[src/rtl/vga_pkg.sv]
// Shared timing constants and types for the VGA raster generator.
// Holds 800x600@72 defaults, a 640x480@60 set and the counter width.
package vga_pkg;

  localparam int COORD_W = 32'd11;

  // 800x600@72, 50 MHz pixel clock
  localparam int SVGA_H_SYNC      = 32'd120;
  localparam int SVGA_H_BACK      = 32'd64;
  localparam int SVGA_H_ACTIVE    = 32'd800;
  localparam int SVGA_H_FRONT     = 32'd56;
  localparam int SVGA_V_SYNC      = 32'd6;
  localparam int SVGA_V_BACK      = 32'd23;
  localparam int SVGA_V_ACTIVE    = 32'd600;
  localparam int SVGA_V_FRONT     = 32'd37;
  localparam int SVGA_H_TOTAL     = SVGA_H_SYNC + SVGA_H_BACK + SVGA_H_ACTIVE + SVGA_H_FRONT;
  localparam int SVGA_V_TOTAL     = SVGA_V_SYNC + SVGA_V_BACK + SVGA_V_ACTIVE + SVGA_V_FRONT;
  localparam int SVGA_H_ACT_START = SVGA_H_SYNC + SVGA_H_BACK;
  localparam int SVGA_V_ACT_START = SVGA_V_SYNC + SVGA_V_BACK;

  // 640x480@60, 25.175 MHz pixel clock
  localparam int VGA_H_SYNC       = 32'd96;
  localparam int VGA_H_BACK       = 32'd48;
  localparam int VGA_H_ACTIVE     = 32'd640;
  localparam int VGA_H_FRONT      = 32'd16;
  localparam int VGA_V_SYNC       = 32'd2;
  localparam int VGA_V_BACK       = 32'd33;
  localparam int VGA_V_ACTIVE     = 32'd480;
  localparam int VGA_V_FRONT      = 32'd10;
  localparam int VGA_H_TOTAL      = VGA_H_SYNC + VGA_H_BACK + VGA_H_ACTIVE + VGA_H_FRONT;
  localparam int VGA_V_TOTAL      = VGA_V_SYNC + VGA_V_BACK + VGA_V_ACTIVE + VGA_V_FRONT;
  localparam int VGA_H_ACT_START  = VGA_H_SYNC + VGA_H_BACK;
  localparam int VGA_V_ACT_START  = VGA_V_SYNC + VGA_V_BACK;

  typedef struct packed {
    logic hsync;
    logic vsync;
    logic de;
  } sync_bus_t;

  function automatic logic fits_coord(input int total);
    return (total >= 32'sd1) && (total <= (32'sd1 <<< COORD_W));
  endfunction

endpackage

[src/rtl/vga_timing_gen_delay_line.sv]
// Fixed-depth shift register advanced only on pixel ticks; reset fills
// every stage with RST_VAL so no stale state reaches the outputs.
module vga_delay_line #(
  parameter int               WIDTH   = 32'd3,
  parameter int               DEPTH   = 32'd3,
  parameter logic [WIDTH-1:0] RST_VAL = '0
) (
  input  logic             clk,
  input  logic             rst,
  input  logic             ce,
  input  logic [WIDTH-1:0] din,
  output logic [WIDTH-1:0] dout
);

  logic [WIDTH-1:0] stage_r [DEPTH];

  // Shift on ce, flush to the fill value on reset
  always_ff @(posedge clk) begin
    if (rst) begin
      for (int i = 0; i < DEPTH; i++) stage_r[i] <= RST_VAL;
    end else if (ce) begin
      stage_r[0] <= din;
      for (int i = 1; i < DEPTH; i++) stage_r[i] <= stage_r[i-1];
    end
  end

  assign dout = stage_r[DEPTH-1];

endmodule

[src/rtl/vga_timing_gen.sv]
// VGA raster timing generator: raw counters, registered active-area decode,
// line/frame strobes, and sync/de delayed to match the rgb pipeline.
module vga_timing_gen
  import vga_pkg::*;
#(
  parameter int   H_SYNC     = SVGA_H_SYNC,
  parameter int   H_BACK     = SVGA_H_BACK,
  parameter int   H_ACTIVE   = SVGA_H_ACTIVE,
  parameter int   H_FRONT    = SVGA_H_FRONT,
  parameter int   V_SYNC     = SVGA_V_SYNC,
  parameter int   V_BACK     = SVGA_V_BACK,
  parameter int   V_ACTIVE   = SVGA_V_ACTIVE,
  parameter int   V_FRONT    = SVGA_V_FRONT,
  parameter logic SYNC_POL   = 1'b0,
  parameter int   PIPE_DELAY = 32'd3
) (
  input  logic        clk,
  input  logic        rst,
  input  logic        ce,
  output logic [10:0] c1,
  output logic [10:0] c2,
  output logic [10:0] x,
  output logic [10:0] y,
  output logic        de,
  output logic        frame_start,
  output logic        line_start,
  output logic        hsync,
  output logic        vsync,
  output logic        de_d
);

  localparam int H_TOTAL     = H_SYNC + H_BACK + H_ACTIVE + H_FRONT;
  localparam int V_TOTAL     = V_SYNC + V_BACK + V_ACTIVE + V_FRONT;
  localparam int H_ACT_START = H_SYNC + H_BACK;
  localparam int V_ACT_START = V_SYNC + V_BACK;

  // 12-bit compare constants so an end-of-window of 2048 still fits
  localparam logic [11:0] H_LAST_C  = 12'(H_TOTAL - 32'sd1);
  localparam logic [11:0] V_LAST_C  = 12'(V_TOTAL - 32'sd1);
  localparam logic [11:0] H_SYNC_C  = 12'(H_SYNC);
  localparam logic [11:0] V_SYNC_C  = 12'(V_SYNC);
  localparam logic [11:0] H_BEG_C   = 12'(H_ACT_START);
  localparam logic [11:0] V_BEG_C   = 12'(V_ACT_START);
  localparam logic [11:0] H_END_C   = 12'(H_ACT_START + H_ACTIVE);
  localparam logic [11:0] V_END_C   = 12'(V_ACT_START + V_ACTIVE);
  localparam logic [10:0] H_OFF_C   = 11'(H_ACT_START);
  localparam logic [10:0] V_OFF_C   = 11'(V_ACT_START);
  localparam logic [2:0]  DLY_FILL  = {~SYNC_POL, ~SYNC_POL, 1'b0};

  if (!fits_coord(H_TOTAL) || !fits_coord(V_TOTAL)) begin : g_bad_total
    $error("vga_timing_gen: H_TOTAL and V_TOTAL must be 1..2048");
  end
  if ((PIPE_DELAY < 32'sd1) || (PIPE_DELAY > 32'sd15)) begin : g_bad_delay
    $error("vga_timing_gen: PIPE_DELAY must be 1..15");
  end

  logic [10:0] c1_r, c2_r, x_r, y_r;
  logic [10:0] c1_nxt_s, c2_nxt_s, x_nxt_s, y_nxt_s;
  logic        de_r, h_act_r, v_act_r, frame_start_r, line_start_r;
  logic        de_nxt_s, h_act_nxt_s, v_act_nxt_s;
  sync_bus_t   dly_in_s, dly_out_s;

  // Next raster position
  always_comb begin
    c1_nxt_s = c1_r;
    c2_nxt_s = c2_r;
    if ({1'b0, c1_r} == H_LAST_C) begin
      c1_nxt_s = 11'd0;
      if ({1'b0, c2_r} == V_LAST_C) begin
        c2_nxt_s = 11'd0;
      end else begin
        c2_nxt_s = c2_r + 11'd1;
      end
    end else begin
      c1_nxt_s = c1_r + 11'd1;
    end
  end

  // Decode the next position so flags register alongside the counters
  always_comb begin
    h_act_nxt_s = ({1'b0, c1_nxt_s} < H_SYNC_C);
    v_act_nxt_s = ({1'b0, c2_nxt_s} < V_SYNC_C);
    de_nxt_s    = ({1'b0, c1_nxt_s} >= H_BEG_C) && ({1'b0, c1_nxt_s} < H_END_C) &&
                  ({1'b0, c2_nxt_s} >= V_BEG_C) && ({1'b0, c2_nxt_s} < V_END_C);
    x_nxt_s     = 11'd0;
    y_nxt_s     = 11'd0;
    if (de_nxt_s) begin
      x_nxt_s = c1_nxt_s - H_OFF_C;
      y_nxt_s = c2_nxt_s - V_OFF_C;
    end else begin
      x_nxt_s = 11'd0;
      y_nxt_s = 11'd0;
    end
  end

  // Counter, decode and strobe registers; raw sync flags reset to the decode of (0,0)
  always_ff @(posedge clk) begin
    if (rst) begin
      c1_r          <= 11'd0;
      c2_r          <= 11'd0;
      x_r           <= 11'd0;
      y_r           <= 11'd0;
      de_r          <= 1'b0;
      h_act_r       <= (12'd0 < H_SYNC_C);
      v_act_r       <= (12'd0 < V_SYNC_C);
      line_start_r  <= 1'b0;
      frame_start_r <= 1'b0;
    end else if (ce) begin
      c1_r          <= c1_nxt_s;
      c2_r          <= c2_nxt_s;
      x_r           <= x_nxt_s;
      y_r           <= y_nxt_s;
      de_r          <= de_nxt_s;
      h_act_r       <= h_act_nxt_s;
      v_act_r       <= v_act_nxt_s;
      line_start_r  <= (c1_nxt_s == 11'd0);
      frame_start_r <= (c1_nxt_s == 11'd0) && (c2_nxt_s == 11'd0);
    end else begin
      line_start_r  <= 1'b0;
      frame_start_r <= 1'b0;
    end
  end

  // Sync levels enter the delay line already polarised so outputs come straight from flops
  always_comb begin
    dly_in_s.hsync = h_act_r ? SYNC_POL : ~SYNC_POL;
    dly_in_s.vsync = v_act_r ? SYNC_POL : ~SYNC_POL;
    dly_in_s.de    = de_r;
  end

  vga_delay_line #(
    .WIDTH   (32'd3),
    .DEPTH   (PIPE_DELAY),
    .RST_VAL (DLY_FILL)
  ) u_delay (
    .clk  (clk),
    .rst  (rst),
    .ce   (ce),
    .din  (dly_in_s),
    .dout (dly_out_s)
  );

  assign c1          = c1_r;
  assign c2          = c2_r;
  assign x           = x_r;
  assign y           = y_r;
  assign de          = de_r;
  assign line_start  = line_start_r;
  assign frame_start = frame_start_r;
  assign hsync       = dly_out_s.hsync;
  assign vsync       = dly_out_s.vsync;
  assign de_d        = dly_out_s.de;

endmodule

[config.mk]
export PLATFORM = sky130hd
export DESIGN_NAME = vga_timing_gen
export DESIGN_NICKNAME = d
export VERILOG_FILES = /design/src/rtl/vga_pkg.sv /design/src/rtl/vga_timing_gen_delay_line.sv /design/src/rtl/vga_timing_gen.sv
export SDC_FILE = /design/constraint.sdc
export NUM_CORES = 1
export LEC_CHECK = 0
export CAP_MARGIN = 20
export CORE_UTILIZATION = 45
export CTS_BUF_LIST = sky130_fd_sc_hd__clkbuf_16
export DETAILED_ROUTE_END_ITERATION = 10
export HOLD_SLACK_MARGIN = 0.06
export PLACE_DENSITY_LB_ADDON = 0.15
export SLEW_MARGIN = 10
export SYNTH_ARGS = -nofsm -noshare
export SYNTH_HDL_FRONTEND = slang
export SYNTH_SLANG_ARGS = --single-unit
[constraint.sdc]
create_clock -name clk -period 5.5 [get_ports clk]
set_input_delay 0.825 -clock clk [delete_from_list [all_inputs] [get_ports clk]]
set_output_delay 0.825 -clock clk [all_outputs]
set_load 0.05 [all_outputs]
==> summary.md <==
| Metric | Value |
|---|---|
| Cells after Synth | 402 |
| Simple-gate share of the synthesized area | 0.262 |
| Postcts setup bufs | 0 |
| Reg area | 0.00125 sq mm |
| Top Ports | 53 |
| Worst EP arrival | 4.02 ns |
| ANT cells | 0 |
| Post-synth top cells | 49 x dfxtp_1, 48 x nand2_1, 31 x nor2_1 |
| Peak supply drop | 0.195 mV |
| Overflow after GRT | 0 |
| Hold WC Path Type | reg2reg |
| Starting Density | 0.466 |
| Setup Skew | 0.00540 ns |
| NetSw | 245 uW |
| Period utilization | 0.700 |
| Endpoints failing setup | 0 |
| Drt drc | 0 |
| Area growth, synth to finish | 23.5% |
| Die area | 0.00787 sq mm |
| Critical Path, Cell by Cell | ha_1 > nand2_1 > nor3_1 > nand2_1 > o21ai_0 > inv_1 > ha_1 > o311a_1 > o2111ai_2 > o21ai_0 |
| Pint | 756 uW |
| Multi-input logic area | between 0.0015 and 0.002 sq mm |
| Multiplexer share of the synthesized area | 0.00888 |
| Slew margin rel. | 0.302 |
| Initial DRC count | 313 |
| Synthesized flop and latch total | 58 |
| Crit path max-delay family | compound AO/OA/AOI/OAI gates |
| Drt pass-1 iters | 5 |
| Sequential fraction of the synthesis area | 0.370 |
| Post-Syn Area per Cell | approximately 8.4 sq um |
| First-pass GRT wire length | 14.2 mm |
| IO Port Bufs | 52 |
| Clock power share | 0.491 |
| Yosys cell types | 61 |
| Total Wirelength | 8.86 mm |
| Number of enable flip-flop cells after synthesis | 9 |
| Die H | 88.7 um |
| Largest family of logic cells by synthesized area | simple AND/OR/NAND/NOR gates |
| Leak | around 1.4 nW |
| Worst setup SP type | flop |
| Layout cells sized above 1 | 0.0946 |
| Sw frac | 0.245 |
| Dominant cell by count in the synthesized netlist | dfxtp_1 |
| Reg power frac | 0.446 |
| Top area cells in the synthesized netlist | dfxtp_1 29%, edfxtp_1 8.0%, xnor2_1 5.4%, nand2_1 5.3%, nor2_1 3.4% |
| Rows | 31 |
| Post-CTS Hold Buffers | 0 |
| Post-Synth Adder-Cell Area | 0.0259 |
| Max Clk Rate | 0.260 GHz |
| Area fraction in compound gates after synthesis | 0.195 |
| Syn nets | 412 |
| Ys flop type | dfxtp_1 |
| Layout net count | between 400 and 500 |
| Max Slew Vio Count | 0 |
| Power density cells | 240 mW/mm^2 |
| Critical path's largest stage delay | 0.83 ns |
| Sink Count | just under 60 |
| Clk slew on worst S/H paths | 0.05 ns |
| H-tree lvl count | 3 |
| Unrepaired setup endpoints after global routing | no |
| FFs w/ async S/R, synth | 0 |
| Root buffer cell | clkbuf_16 |
| Avg Vias per Cell | roughly 5.8 |
| Buf+Inv Stages, Crit Path | 1 |
| Initial antenna violation count | 0 |
| Hold Vio Cnt, Final | 0 |
| Core ar. | 0.00725 sq mm |
| Mapped Area | 0.00338 sq mm |
| Status | finished, final reports clean |
| CP max FO | 18 |
| CTS tree | built |
| Area leader, netlist | dfxtp_1 |
| Global-route usage over all layers | 0.239 |
| CP Capture Type | flop |
| Worst skew pair latency | 0.33 ns |
| # fillers | between 600 and 700 |
| Critical Path Slowest Stage Cell | o2111ai_2 |
| Pin count of the biggest net entering global routing | 24 |
| Post-Synth XOR/XNOR Area | 0.0855 |
| DR WL/cell | 16.3 um |
| Gate power share | 0.063 |
| Die X-Extent | 88.7 um |
| CTS buffer count | 9 |
| Placer Congestion | 0.943 |
| Final ANT Viol Nets | 0 |
| Fin Hold WS | 0.452 ns |
| Setup TNS Final | 0 ns |
| Yosys warnings | 0 |
| Worst-case clock buffer depth | 2 |
| Setup CP Type | reg2reg |
| Worst endpoint required time | 5.67 ns |
| Top cell type's share of synthesized area | 0.290 |
| HPWL after DPL | 6.20 mm |
| Least-Margin Pin Slew | 1.05 ns |
| Tmin final | 3.85 ns |
| Max Cap Viol | 0 |
| PostCTS Resize Cnt | 0 |
| Vias in the first global route | 2848 |
| DR vias | 3146 |
==> per-stage QoR <==
step	util	power [mW]	cell area, sq um	cells	setup slack, ns
floorplan	-	0.495	3380	402	1.86
global placement	0.540	0.517	3920	527	1.79
detailed placement	0.540	0.517	3920	527	1.69
CTS	0.576	1.01	4180	543	1.67
global route	0.576	1.04	4180	543	1.31
finish	0.576	1.00	4180	543	1.65
==> cells by family (layout without fill, tap and decap cells) <==
kind of cell             after synthesis  after routing
flip-flops                            58             58
multiplexers                           3              3
XOR/XNOR                              33             33
buffers and inverters                 40             82
AND/OR/NAND/NOR                      167            167
AO/OA/AOI/OAI                         94             94
adder cells (fa/ha/maj)                7              7
==> registers in the layout (all words and copies together), names as in the netlist, 9 cells and up <==
name             count
x                   11
c2                  11
y                   11
u_delay.stage_r      9
c1                  11
==> power by group through the flow <==
stage | combinational, mW | clock, mW | sequential, mW
finish | 0.0633 | 0.492 | 0.446
global route | 0.0681 | 0.524 | 0.447
CTS | 0.0632 | 0.500 | 0.446
detailed placement | 0.0629 | 0 | 0.455
global placement | 0.0626 | 0 | 0.454
floorplan | 0.0302 | 0 | 0.465
==> final timing paths <==
kind | from | endpoint | slack, ns | depth (start not counted)
worst max-delay path | c1[0] | x[9] | 1.65 | 10
worst min-delay path | y[3] | y[3] | 0.45 | 2
worst max register to register | c1[0] | x[9] | 1.65 | 10
worst min register to register | y[3] | y[3] | 0.45 | 2
==> placed cells by master, fill, tap and decap left out, drive strengths merged, types with 12 or more instances in the layout <==
| master | n |
|---|---|
| nand3 | 17 |
| xnor2 | 21 |
| o21ai | 30 |
| clkdlybuf4s50 | 52 |
| xor2 | 12 |
| nor2 | 31 |
| a21oi | 19 |
| nand2 | 49 |
| dfxtp | 49 |
==> cell type report <==
class | instances | area share
sequential | 58 | 0.299
clock buffer | 9 | 0.0539
clock inverter | 7 | 0.00869
timing repair buffer | 56 | 0.132
multi-input combinational | 304 | 0.468
inverter | 10 | 0.00898
tap | 99 | 0.0296
==> worst register-to-register path, cell delays in order, from the launching register on <==
cell and delay, ns:
dfxtp_1 0.47, ha_1 0.39, nand2_1 0.28, nor3_1 0.31, nand2_1 0.10, o21ai_0 0.34, inv_1 0.17, ha_1 0.22
o311a_1 0.37, o2111ai_2 0.83, o21ai_0 0.21
==> routing by layer <==
| metal | up-vias | global-route usage | share of wire |
|---|---|---|---|
| met5 | - | 0 | 0 |
| met4 | 0 | 0.0894 | 0.017 |
| met3 | 17 | 0.0457 | 0.054 |
| met2 | 110 | 0.406 | 0.48 |
| met1 | 1493 | 0.301 | 0.45 |
| li1 | 1526 | - | - |
No activity file was read; power rests on OpenSTA's default activity.
